===== config.mk =====
export PLATFORM = sky130hd
export DESIGN_NAME = i2c_slave_rx_frontend_flat
export DESIGN_NICKNAME = d
export VERILOG_FILES = /design/src/rtl/i2c_slave_rx_frontend_if.sv /design/src/rtl/i2c_slave_rx_frontend.sv /design/src/flat_wrapper.sv
export SDC_FILE = /design/constraint.sdc
export NUM_CORES = 1
export LEC_CHECK = 0
export ABC_AREA = 0
export ABC_CLOCK_PERIOD_IN_PS = 3400
export CELL_PAD_IN_SITES_DETAIL_PLACEMENT = 1
export CELL_PAD_IN_SITES_GLOBAL_PLACEMENT = 1
export CORE_ASPECT_RATIO = 1.2
export CORE_MARGIN = 2
export CORE_UTILIZATION = 43
export CTS_CLUSTER_SIZE = 12
export DETAILED_ROUTE_END_ITERATION = 7
export HOLD_SLACK_MARGIN = 0.1
export PLACE_DENSITY_LB_ADDON = 0.3
export SETUP_SLACK_MARGIN = 0.3
export SKIP_CTS_REPAIR_TIMING = 1
export SYNTH_ARGS = -nofsm -noshare
export SYNTH_HDL_FRONTEND = slang
export SYNTH_SLANG_ARGS = --single-unit

===== constraint.sdc =====
create_clock -name clk -period 3.4 [get_ports clk]
set_clock_uncertainty 0.05 [all_clocks]
set_input_delay 0.68 -clock clk [delete_from_list [all_inputs] [get_ports clk]]
set_output_delay 0.68 -clock clk [all_outputs]
set_load 0.005 [all_outputs]

===== src/rtl/i2c_slave_rx_frontend_if.sv =====
// Bus-side signal bundle for the I2C slave receive front end.
// The slave modport is the front end itself; master is the pin/consumer side.
interface i2c_slave_rx_frontend_if;
   logic       scl_in;
   logic       sda_in;
   logic       rx_ack;
   logic       sda_oe;
   logic       scl_s;
   logic       start_det;
   logic       stop_det;
   logic       addr_hit;
   logic       rw;
   logic [7:0] rx_data;
   logic       rx_valid;
   logic       byte_pend;

   modport slave (
      input  scl_in, sda_in, rx_ack,
      output sda_oe, scl_s, start_det, stop_det, addr_hit, rw, rx_data, rx_valid, byte_pend
   );

   modport master (
      output scl_in, sda_in, rx_ack,
      input  sda_oe, scl_s, start_det, stop_det, addr_hit, rw, rx_data, rx_valid, byte_pend
   );
endinterface


===== src/rtl/i2c_slave_rx_frontend.sv =====
// I2C slave receive front end: sync SCL/SDA, START/STOP, address match, write bytes, ACK drive.
// Outputs registered one clk after the synchronised edge; no backpressure, byte_pend/rx_ack hand off bytes; I2C_GENERAL_CALL_EN also accepts address 8'h00.
module i2c_slave_rx_frontend #(
   parameter logic [6:0] SLV_ADDR    = 7'h50,
   parameter int         SYNC_STAGES = 2
) (
   input logic                    clk,
   input logic                    reset,
   i2c_slave_rx_frontend_if.slave i2c
);

   typedef enum logic [2:0] {
      IDLE, ADDR, ADDR_ACK, DATA, DATA_ACK, IGNORE
   } state_t;

   logic [SYNC_STAGES-1:0] scl_sync_q;
   logic [SYNC_STAGES-1:0] sda_sync_q;
   logic                   scl_h_q;
   logic                   sda_h_q;

   always_ff @(posedge clk) begin
      if (reset) begin
         scl_sync_q <= '1;
         sda_sync_q <= '1;
         scl_h_q    <= 1'b1;
         sda_h_q    <= 1'b1;
      end else begin
         scl_sync_q <= {scl_sync_q[SYNC_STAGES-2:0], i2c.scl_in};
         sda_sync_q <= {sda_sync_q[SYNC_STAGES-2:0], i2c.sda_in};
         scl_h_q    <= scl_sync_q[SYNC_STAGES-1];
         sda_h_q    <= sda_sync_q[SYNC_STAGES-1];
      end
   end

   logic scl_s, sda_s, scl_rise, scl_fall, sda_rise, sda_fall, start_c, stop_c;
   assign scl_s    = scl_sync_q[SYNC_STAGES-1];
   assign sda_s    = sda_sync_q[SYNC_STAGES-1];
   assign scl_rise =  scl_s & ~scl_h_q;
   assign scl_fall = ~scl_s &  scl_h_q;
   assign sda_rise =  sda_s & ~sda_h_q;
   assign sda_fall = ~sda_s &  sda_h_q;
   assign start_c  = sda_fall & scl_s;
   assign stop_c   = sda_rise & scl_s;

   state_t     state_q, state_d;
   logic [2:0] bit_cnt_q, bit_cnt_d;
   logic [6:0] shreg_q, shreg_d;
   logic       ack_hi_q, ack_hi_d;
   logic       sda_oe_q, sda_oe_d;
   logic       addr_hit_q, addr_hit_d;
   logic       rw_q, rw_d;
   logic [7:0] rx_data_q, rx_data_d;
   logic       rx_valid_q, rx_valid_d;
   logic       byte_pend_q, byte_pend_d;
   logic       start_det_q, start_det_d;
   logic       stop_det_q, stop_det_d;

   logic [7:0] byte_w;
   logic       addr_match;
   logic       set_pend;
   assign byte_w = {shreg_q, sda_s};
`ifdef I2C_GENERAL_CALL_EN
   assign addr_match = (byte_w[7:1] == SLV_ADDR) || (byte_w == 8'h00);
`else
   assign addr_match = (byte_w[7:1] == SLV_ADDR);
`endif

   always_ff @(posedge clk) begin
      if (reset) begin
         state_q     <= IDLE;
         bit_cnt_q   <= '0;
         shreg_q     <= '0;
         ack_hi_q    <= 1'b0;
         sda_oe_q    <= 1'b0;
         addr_hit_q  <= 1'b0;
         rw_q        <= 1'b0;
         rx_data_q   <= '0;
         rx_valid_q  <= 1'b0;
         byte_pend_q <= 1'b0;
         start_det_q <= 1'b0;
         stop_det_q  <= 1'b0;
      end else begin
         state_q     <= state_d;
         bit_cnt_q   <= bit_cnt_d;
         shreg_q     <= shreg_d;
         ack_hi_q    <= ack_hi_d;
         sda_oe_q    <= sda_oe_d;
         addr_hit_q  <= addr_hit_d;
         rw_q        <= rw_d;
         rx_data_q   <= rx_data_d;
         rx_valid_q  <= rx_valid_d;
         byte_pend_q <= byte_pend_d;
         start_det_q <= start_det_d;
         stop_det_q  <= stop_det_d;
      end
   end

   always_comb begin
      state_d     = state_q;
      bit_cnt_d   = bit_cnt_q;
      shreg_d     = shreg_q;
      ack_hi_d    = ack_hi_q;
      sda_oe_d    = sda_oe_q;
      addr_hit_d  = addr_hit_q;
      rw_d        = rw_q;
      rx_data_d   = rx_data_q;
      rx_valid_d  = 1'b0;
      start_det_d = 1'b0;
      stop_det_d  = 1'b0;
      set_pend    = 1'b0;

      // Bus conditions override whatever byte or ACK phase is in progress.
      if (start_c) begin
         start_det_d = 1'b1;
         addr_hit_d  = 1'b0;
         bit_cnt_d   = '0;
         sda_oe_d    = 1'b0;
         ack_hi_d    = 1'b0;
         state_d     = ADDR;
      end else if (stop_c) begin
         stop_det_d = 1'b1;
         addr_hit_d = 1'b0;
         sda_oe_d   = 1'b0;
         ack_hi_d   = 1'b0;
         state_d    = IDLE;
      end else begin
         case (state_q)
            ADDR, DATA: begin
               if (scl_rise) begin
                  shreg_d   = {shreg_q[5:0], sda_s};
                  bit_cnt_d = bit_cnt_q + 3'd1;
                  if (bit_cnt_q == 3'd7) begin
                     if (state_q == ADDR) begin
                        if (addr_match) begin
                           rw_d    = byte_w[0];
                           state_d = ADDR_ACK;
                        end else begin
                           state_d = IGNORE;
                        end
                     end else begin
                        rx_data_d  = byte_w;
                        rx_valid_d = 1'b1;
                        set_pend   = 1'b1;
                        state_d    = DATA_ACK;
                     end
                  end
               end
            end
            // First SCL fall starts the ACK bit, the second one ends it.
            ADDR_ACK, DATA_ACK: begin
               if (scl_fall) begin
                  if (!ack_hi_q) begin
                     sda_oe_d   = 1'b1;
                     addr_hit_d = 1'b1;
                     ack_hi_d   = 1'b1;
                  end else begin
                     sda_oe_d = 1'b0;
                     ack_hi_d = 1'b0;
                     state_d  = rw_q ? IGNORE : DATA;
                  end
               end
            end
            default: begin
               sda_oe_d = 1'b0;
            end
         endcase
      end

      byte_pend_d = set_pend | (byte_pend_q & ~i2c.rx_ack);
   end

   assign i2c.sda_oe    = sda_oe_q;
   assign i2c.scl_s     = scl_s;
   assign i2c.start_det = start_det_q;
   assign i2c.stop_det  = stop_det_q;
   assign i2c.addr_hit  = addr_hit_q;
   assign i2c.rw        = rw_q;
   assign i2c.rx_data   = rx_data_q;
   assign i2c.rx_valid  = rx_valid_q;
   assign i2c.byte_pend = byte_pend_q;

endmodule


===== src/flat_wrapper.sv =====
// flat-port wrapper written by rule: the top's interface ports become plain ports
module i2c_slave_rx_frontend_flat 
#(
   parameter logic [6:0] SLV_ADDR    = 7'h50,
   parameter int         SYNC_STAGES = 2
)
  (clk, reset, i2c_scl_in, i2c_sda_in, i2c_rx_ack, i2c_sda_oe, i2c_scl_s, i2c_start_det, i2c_stop_det, i2c_addr_hit, i2c_rw, i2c_rx_data, i2c_rx_valid, i2c_byte_pend);
  i2c_slave_rx_frontend_if i2c_i ();
  input logic clk;
  input logic reset;
  input wire logic [$bits(i2c_i.scl_in)-1:0] i2c_scl_in;
  input wire logic [$bits(i2c_i.sda_in)-1:0] i2c_sda_in;
  input wire logic [$bits(i2c_i.rx_ack)-1:0] i2c_rx_ack;
  output wire logic [$bits(i2c_i.sda_oe)-1:0] i2c_sda_oe;
  output wire logic [$bits(i2c_i.scl_s)-1:0] i2c_scl_s;
  output wire logic [$bits(i2c_i.start_det)-1:0] i2c_start_det;
  output wire logic [$bits(i2c_i.stop_det)-1:0] i2c_stop_det;
  output wire logic [$bits(i2c_i.addr_hit)-1:0] i2c_addr_hit;
  output wire logic [$bits(i2c_i.rw)-1:0] i2c_rw;
  output wire logic [$bits(i2c_i.rx_data)-1:0] i2c_rx_data;
  output wire logic [$bits(i2c_i.rx_valid)-1:0] i2c_rx_valid;
  output wire logic [$bits(i2c_i.byte_pend)-1:0] i2c_byte_pend;
  assign i2c_i.scl_in = i2c_scl_in;
  assign i2c_i.sda_in = i2c_sda_in;
  assign i2c_i.rx_ack = i2c_rx_ack;
  assign i2c_sda_oe = i2c_i.sda_oe;
  assign i2c_scl_s = i2c_i.scl_s;
  assign i2c_start_det = i2c_i.start_det;
  assign i2c_stop_det = i2c_i.stop_det;
  assign i2c_addr_hit = i2c_i.addr_hit;
  assign i2c_rw = i2c_i.rw;
  assign i2c_rx_data = i2c_i.rx_data;
  assign i2c_rx_valid = i2c_i.rx_valid;
  assign i2c_byte_pend = i2c_i.byte_pend;
  i2c_slave_rx_frontend #(.SLV_ADDR(SLV_ADDR), .SYNC_STAGES(SYNC_STAGES)) u_core (.clk(clk), .reset(reset), .i2c(i2c_i));
endmodule

==> parameters.txt, run 1 <==
Parameter                              Value

Detailed routing
  Final routed DRC violation total ... 0
  Average wire per standard cell ... 14.8 µm
  Vias per std cell ... 5.47
  Via count of the routed design ... 1138
  Count of TritonRoute iterations in the first routing pass ... 4
  Total wire length ... 3.07 mm
  DRT iter0 DRCs ... 23
  Post-detailed-route count of antenna-violating nets ... 0

Floorplan
  Die height ... 66.8 µm
  Effective utilization at floorplan ... 0.455
  Number of placement rows ... 22
  Die ar. ... 3760 µm²
  Die width ... 56.3 µm
  Core Region ... 3110 µm²
  # IOs ... 21

Synth
  Portion of the post-synthesis area used by sequential elements ... 0.496
  Syn_nets ... 155
  Largest area contributor in the synthesized netlist ... dfxtp_1
  Post-synthesis average cell area ... 9.55 µm²
  Syn Inst Count ... 148
  Top cells by area, synth ... dfxtp_1 (50%), mux2i_1 (7.8%), nor2_1 (4.5%)
  Count of cell types in the netlist ... 43
  Synthesis Warnings ... 0
  Synthesized flop and latch total ... 35
  Post-Syn Area ... 1410 µm²
  Proportion of netlist area held by the largest area contributor ... 0.496

Setup path
  Slowest cell on the critical path ... clkdlybuf4s50_1
  Worst-case register-to-register setup slack ... 1.33 ns
  Critical-path cell list ... clkdlybuf4s50_1
  CP Max Fanout ... 8
  Cell depth of the worst flop-to-flop path ... 4
  Family of cells with the greatest summed delay on the critical path ... buffers and inverters
  Path type of the worst setup path ... reg -> out
  Setup crit start kind ... register
  Endpoint of the most critical register-to-register path ... u_core.i2c.rx_data[2]$_SDFFE_PP0P_
  Reg-to-reg startpoint ... u_core.state_q[0]$_SDFFE_PP0P_
  Arrival time at the worst endpoint ... 1.37 ns
  Peak per-stage delay on the critical path ... 0.56 ns
  CP Data Required Time ... 2.67 ns
  Count of buffer and inverter cells on the critical path ... 1
  Endpoint type of the worst setup path ... primary output

Global routing
  First-pass GRT wire length ... 5.36 mm
  Number of global-route vias before repair ... 1206
  Total GRT Usage ... 0.187
  Number of antenna violations at the first check in global routing ... 0
  Largest net degree at the start of global routing ... 26
  Total gr overflow ... 0

Placement
  I/O Buffers ... 20
  Final Wtd Congestion ... 0.798
  Detailed placer's ending HPWL ... 2.21 mm

Worst hold path
  Hold path start ... u_core.sda_sync_q[0]$_SDFF_PP1_
  Capture endpoint of the worst hold path ... u_core.sda_sync_q[1]$_SDFF_PP1_
  Worst Hold Path Cells ... 1
  Class of the tightest hold or removal check ... reg -> reg

Power and ir drop
  P_leak ... 0.712 nW
  Areal power density over the cells ... 419 nW/µm²
  VDD IR max ... 0.277 mV
  Total chip power ... 714 µW

Timing
  Setup TNS ... 0 ns
  Max frequency ... 0.475 GHz
  Number of failing setup endpoints in the final timing report ... 0
  Minimum clock period after layout ... 2.10 ns
  Final Hold Fails ... 0
  Worst Tran Pin Value ... 0.636 ns
  Max transition margin ... 0.575
  Total count of max-transition violations in the final report ... 0
  RSZ-0062 raised after global routing ... false
  Share of the clock period used by the worst path ... 0.619

Clocking
  Clock insertion delay at the later pin of the skew report ... 0.34 ns
  Clock tree buffer depth ... 2
  Buffer cell driving the clock tree root ... clkbuf_4
  Max H-tree Level ... 2
  CTS Buf Count ... 5
  Clock slew at reported path FFs ... 0.10 ns
  CTS tree ... yes
  Total number of clock tree sinks ... 35

Layout
  Signed area change from the synthesized netlist to the final layout ... 20.5%
  Number of nets in the layout ... 178
  Number of antenna diodes ... 0
  Share of layout cells above drive strength 1 ... 0.110

Flow run
  MaxCap Viol Count ... 0

Run status
  Outcome ... completed
## routing by layer
metal | vias to the layer above | share of wire | track usage
li1 | 558 | - | -
met1 | 548 | 0.42 | 0.193
met2 | 22 | 0.51 | 0.338
met3 | 10 | 0.035 | 0.0660
met4 | 0 | 0.028 | 0.0893
met5 | - | 0 | 0
## through the flow
stage	area [µm²]	setup WS, ns	hold slack, ns	util	instances
finish	1700	1.30	0.374	0.548	208
global route	1700	1.10	0.395	0.548	208
CTS	1700	1.27	0.379	0.548	208
detailed placement	1640	1.24	0.353	0.526	200
global placement	1640	1.30	0.344	0.526	200
floorplan	1410	1.97	0.339	-	148
## registers in the layout (all words and copies together), names as in the netlist, 2 cells and up
name / flops
u_core.bit_cnt_q: 3
u_core.i2c.rx_data: 8
u_core.scl_sync_q: 2
u_core.sda_sync_q: 2
u_core.shreg_q: 7
u_core.state_q: 3
## worst max path at each step
stage	endpoint	depth (start not counted)	slack, ns	startpoint
after CTS	u_core.i2c.rx_data[2]$_SDFFE_PP0P_	4	1.27	u_core.state_q[0]$_SDFFE_PP0P_
after detailed placement	u_core.state_q[2]$_SDFFE_PP0P_	5	1.24	reset
after global placement	u_core.state_q[2]$_SDFFE_PP0P_	5	1.30	reset
final	i2c_scl_s	1	1.30	u_core.scl_sync_q[1]$_SDFF_PP1_
after global routing	u_core.i2c.rx_data[0]$_SDFFE_PP0P_	4	1.10	u_core.state_q[0]$_SDFFE_PP0P_
after floorplan	u_core.i2c.rx_data[0]$_SDFFE_PP0P_	6	1.97	u_core.state_q[0]$_SDFFE_PP0P_
## power breakdown
| part | switching, mW | internal, mW | total [mW] |
|---|---|---|---|
| registers | 0.00768 | 0.416 | 0.424 |
| logic | 0.0173 | 0.0178 | 0.0350 |
| clock network | 0.134 | 0.122 | 0.255 |
## logic make-up (layout without fill, tap and decap cells)
logic type / count (synthesis) / after routing / share of synthesized area
simple gates: 61 / 61 / 0.230
flops: 35 / 35 / 0.496
compound gates: 27 / 27 / 0.122
mux: 11 / 11 / 0.0779
buf+inv: 9 / 33 / 0.0327
xor+xnor: 3 / 3 / 0.0239
fa+ha+maj: 2 / 2 / 0.0177
## Yosys cell counts
master / count
and4bb_2: 1
xnor2_2: 1
buf_6: 1
nor4b_1: 1
a21boi_0: 1
or3_4: 1
nand4bb_1: 1
nor3_1: 2
or2_1: 1
and3_1: 1
a22oi_1: 1
buf_4: 1
clkbuf_1: 2
xor2_1: 1
buf_2: 1
ha_1: 2
o21ai_0: 3
nand3_1: 8
o2111ai_1: 1
a21o_1: 1
nand2_1: 12
a21oi_1: 11
nor2_1: 17
o21ai_1: 1
o211ai_1: 3
nor2b_1: 1
nor3b_1: 2
mux2i_1: 11
or2_2: 5
xnor2_1: 1
nand4_1: 2
o21ba_2: 1
o211a_1: 1
and2_1: 1
o2bb2ai_1: 1
or3b_1: 1
nand2b_1: 2
inv_1: 4
and2b_2: 1
and3b_1: 1
a31oi_1: 1
a21oi_2: 1
dfxtp_1: 35
## placed cells by master, fill, tap and decap left out, types with 2 or more instances in the layout
master	instances
nand3_1	8
nor3b_1	2
clkbuf_8	2
mux2i_1	11
nor2_1	17
a21oi_1	11
or2_2	5
dfxtp_1	35
nand2_1	12
nor3_1	2
clkdlybuf4s50_1	20
inv_1	4
o21ai_0	3
nand4_1	2
ha_1	2
clkbuf_4	5
nand2b_1	2
o211ai_1	3
## area by class of cell
class	instances	area, µm²
clock buffers	8	68.8
multi-input cells	104	667
fillers	363	1410
well taps	36	45.0
inverters	4	15.0
flip-flops and latches	35	701
repair buffers	21	208
No activity file was read; power rests on OpenSTA's default activity.
==> run 2: changes to the inputs <==
ABC_CLOCK_PERIOD_IN_PS = 1700   (was 3400)
CORE_UTILIZATION = 36   (was 43)
clock period = 1.7 ns   (was 3.4 ns; I/O delays follow)
==> parameters.txt, run 2 (synthesized netlist as in run 1, its figures left out) <==
Parameter                              Value

Run status
  Outcome ... completed

Global routing
  Total gr overflow ... 0 (unchanged)
  Largest net degree at the start of global routing ... 14 (-46%)
  M1 GR Usage ... 0.186 (-0.00661)
  M3 GR Usage ... 0.0603 (-0.00574)
  GR peak layer ... met2
  Number of antenna violations at the first check in global routing ... 0 (unchanged)
  First-pass GRT wire length ... 5.30 mm (-1.2%)
  Total GRT Usage ... 0.163 (-0.0240)
  Met2 track utilization from global routing ... 0.271 (-0.0675)
  Number of global-route vias before repair ... 1195 (-0.91%)

Detailed routing
  Total wire length ... 3.58 mm (+16%)
  Via count of the routed design ... 1212 (+6.5%)
  Vias per std cell ... 5.05 (-7.7%)
  DRT iter0 DRCs ... 26 (+13%)
  Count of TritonRoute iterations in the first routing pass ... 4 (unchanged)
  Post-detailed-route count of antenna-violating nets ... 0 (unchanged)
  Final routed DRC violation total ... 0 (unchanged)
  Average wire per standard cell ... 14.9 µm (+0.96%)

Clocking
  CTS tree ... yes
  Buffer cell driving the clock tree root ... clkbuf_8
  Clock tree buffer depth ... 2 (unchanged)
  Max H-tree Level ... 2 (unchanged)
  Clock insertion delay at the later pin of the skew report ... 0.29 ns (-0.05 ns)
  Total number of clock tree sinks ... 35 (unchanged)
  Clock slew at reported path FFs ... 0.07 ns (-0.03 ns)
  CTS Buf Count ... 5 (unchanged)

Floorplan
  # IOs ... 21 (unchanged)
  Effective utilization at floorplan ... 0.383 (-0.0718)
  Die ar. ... 4450 µm² (+18%)
  Number of placement rows ... 24 (+9.1%)
  Core Region ... 3690 µm² (+19%)
  Die width ... 61.2 µm (+8.6%)
  Die height ... 72.7 µm (+8.7%)

Layout
  Final cell count without fillers ... 240 (+15%)
  Most common cell after layout, fill and taps aside ... dfxtp_1
  Flip-flop count of the largest register after layout ... 8 (unchanged)
  Share of the core filled with cells in the final layout ... 0.550 (+0.00261)
  Share of layout cells above drive strength 1 ... 0.319 (+0.209)
  Top library cells by usage in the layout, fill and taps aside ... dfxtp_1 (22), nor2_1 (17), dlymetal6s2s_1 (16), buf_4 (15), nand2_1 (12)
  Signed area change from the synthesized netlist to the final layout ... 43.8%
  Number of nets in the layout ... 194 (+9.0%)
  Number of antenna diodes ... 0 (unchanged)
  Non-Filler Cell Area, Final ... 2030 µm² (+19%)
  Number of filler instances in the final layout ... 417 (+15%)

Timing
  Worst Setup Slack, final ... 0.175 ns (-1.12 ns)
  Max transition margin ... 0.762 (+0.188)
  Worst Tran Pin Value ... 0.353 ns (-0.283 ns)
  Number of failing setup endpoints in the final timing report ... 0 (unchanged)
  Total count of max-transition violations in the final report ... 0 (unchanged)
  Max frequency ... 0.656 GHz
  Share of the clock period used by the worst path ... 0.897
  Worst hold margin ... 0.364 ns (-0.00942 ns)
  RSZ-0062 raised after global routing ... true
  Minimum clock period after layout ... 1.52 ns
  Setup TNS ... 0 ns (unchanged)
  Final Hold Fails ... 0 (unchanged)

Setup path
  Endpoint type of the worst setup path ... register
  Arrival time at the worst endpoint ... 1.66 ns (+0.29 ns)
  Path type of the worst setup path ... reg -> reg
  Setup crit start kind ... register
  CP Data Required Time ... 1.83 ns (-0.84 ns)
  CP Max Fanout ... 10 (+2)

Placement
  Post-DP Area ... 1720 µm² (+5.3%)
  Final Wtd Congestion ... 0.799 (+0.10%)
  DP Worst Slack ... 0.172 ns (-1.07 ns)
  Number of cells after detailed placement ... 223 (+12%)
  I/O Buffers ... 20 (unchanged)
  Detailed placer's ending HPWL ... 2.37 mm (+7.3%)

Flow run
  MaxCap Viol Count ... 0 (unchanged)

Power and ir drop
  Total chip power ... 1.60 mW (+120%)
  Areal power density over the cells ... 785 nW/µm² (+87%)
  P_leak ... 1.10 nW (+55%)
  VDD IR max ... 0.464 mV (+68%)

Worst hold path
  Class of the tightest hold or removal check ... reg -> reg
## run 2: cell count changes in the layout (fill, tap and decap cells not counted), moves of 2 or more
cell	previous run	this run
dfxtp_2	0	10
dfxtp_4	0	3
clkbuf_4	5	0
buf_4	1	15
ha_1	2	0
dlymetal6s2s_1	0	16
clkdlybuf4s50_1	20	4
clkbuf_8	2	7
dfxtp_1	35	22
ha_4	0	2
## run 2: per-layer routing
metal / share of wire / vias to the layer above
met5: 0 / -
met4: 0.016 / 0
met3: 0.033 / 6
met2: 0.53 / 16
met1: 0.42 / 590
li1: - / 600
## run 2: cell type report
| class | instances | area, µm² | share of cell area |
|---|---|---|---|
| clock buffer | 8 | 100 | 0.0492 |
| inverter | 4 | 15.0 | 0.00738 |
| multi-input combinational | 104 | 744 | 0.366 |
| sequential | 35 | 724 | 0.356 |
| tap | 52 | 65.1 | 0.0320 |
| timing repair buffer | 37 | 384 | 0.189 |
## run 2: worst paths after layout
check / from / endpoint / slack, ns / cells after the start
worst max register to register: u_core.state_q[2]$_SDFFE_PP0P_ / u_core.i2c.rx_data[4]$_SDFFE_PP0P_ / 0.18 / 5
worst max-delay path: u_core.state_q[2]$_SDFFE_PP0P_ / u_core.i2c.rx_data[4]$_SDFFE_PP0P_ / 0.18 / 5
worst min-delay path: u_core.sda_sync_q[0]$_SDFF_PP1_ / u_core.sda_sync_q[1]$_SDFF_PP1_ / 0.36 / 1
worst min register to register: u_core.sda_sync_q[0]$_SDFF_PP1_ / u_core.sda_sync_q[1]$_SDFF_PP1_ / 0.36 / 1
## run 2: power by group
part           internal [mW]  switching [mW]
sequential             0.830          0.0165
clock                  0.370           0.293
combinational         0.0467          0.0410
## run 2: critical path: stages, from the launching register on
cell     delay, ns
dfxtp_4       0.37
or3b_1        0.41
nand4_1       0.16
buf_12        0.17
mux2i_1       0.21
nor2_1        0.06
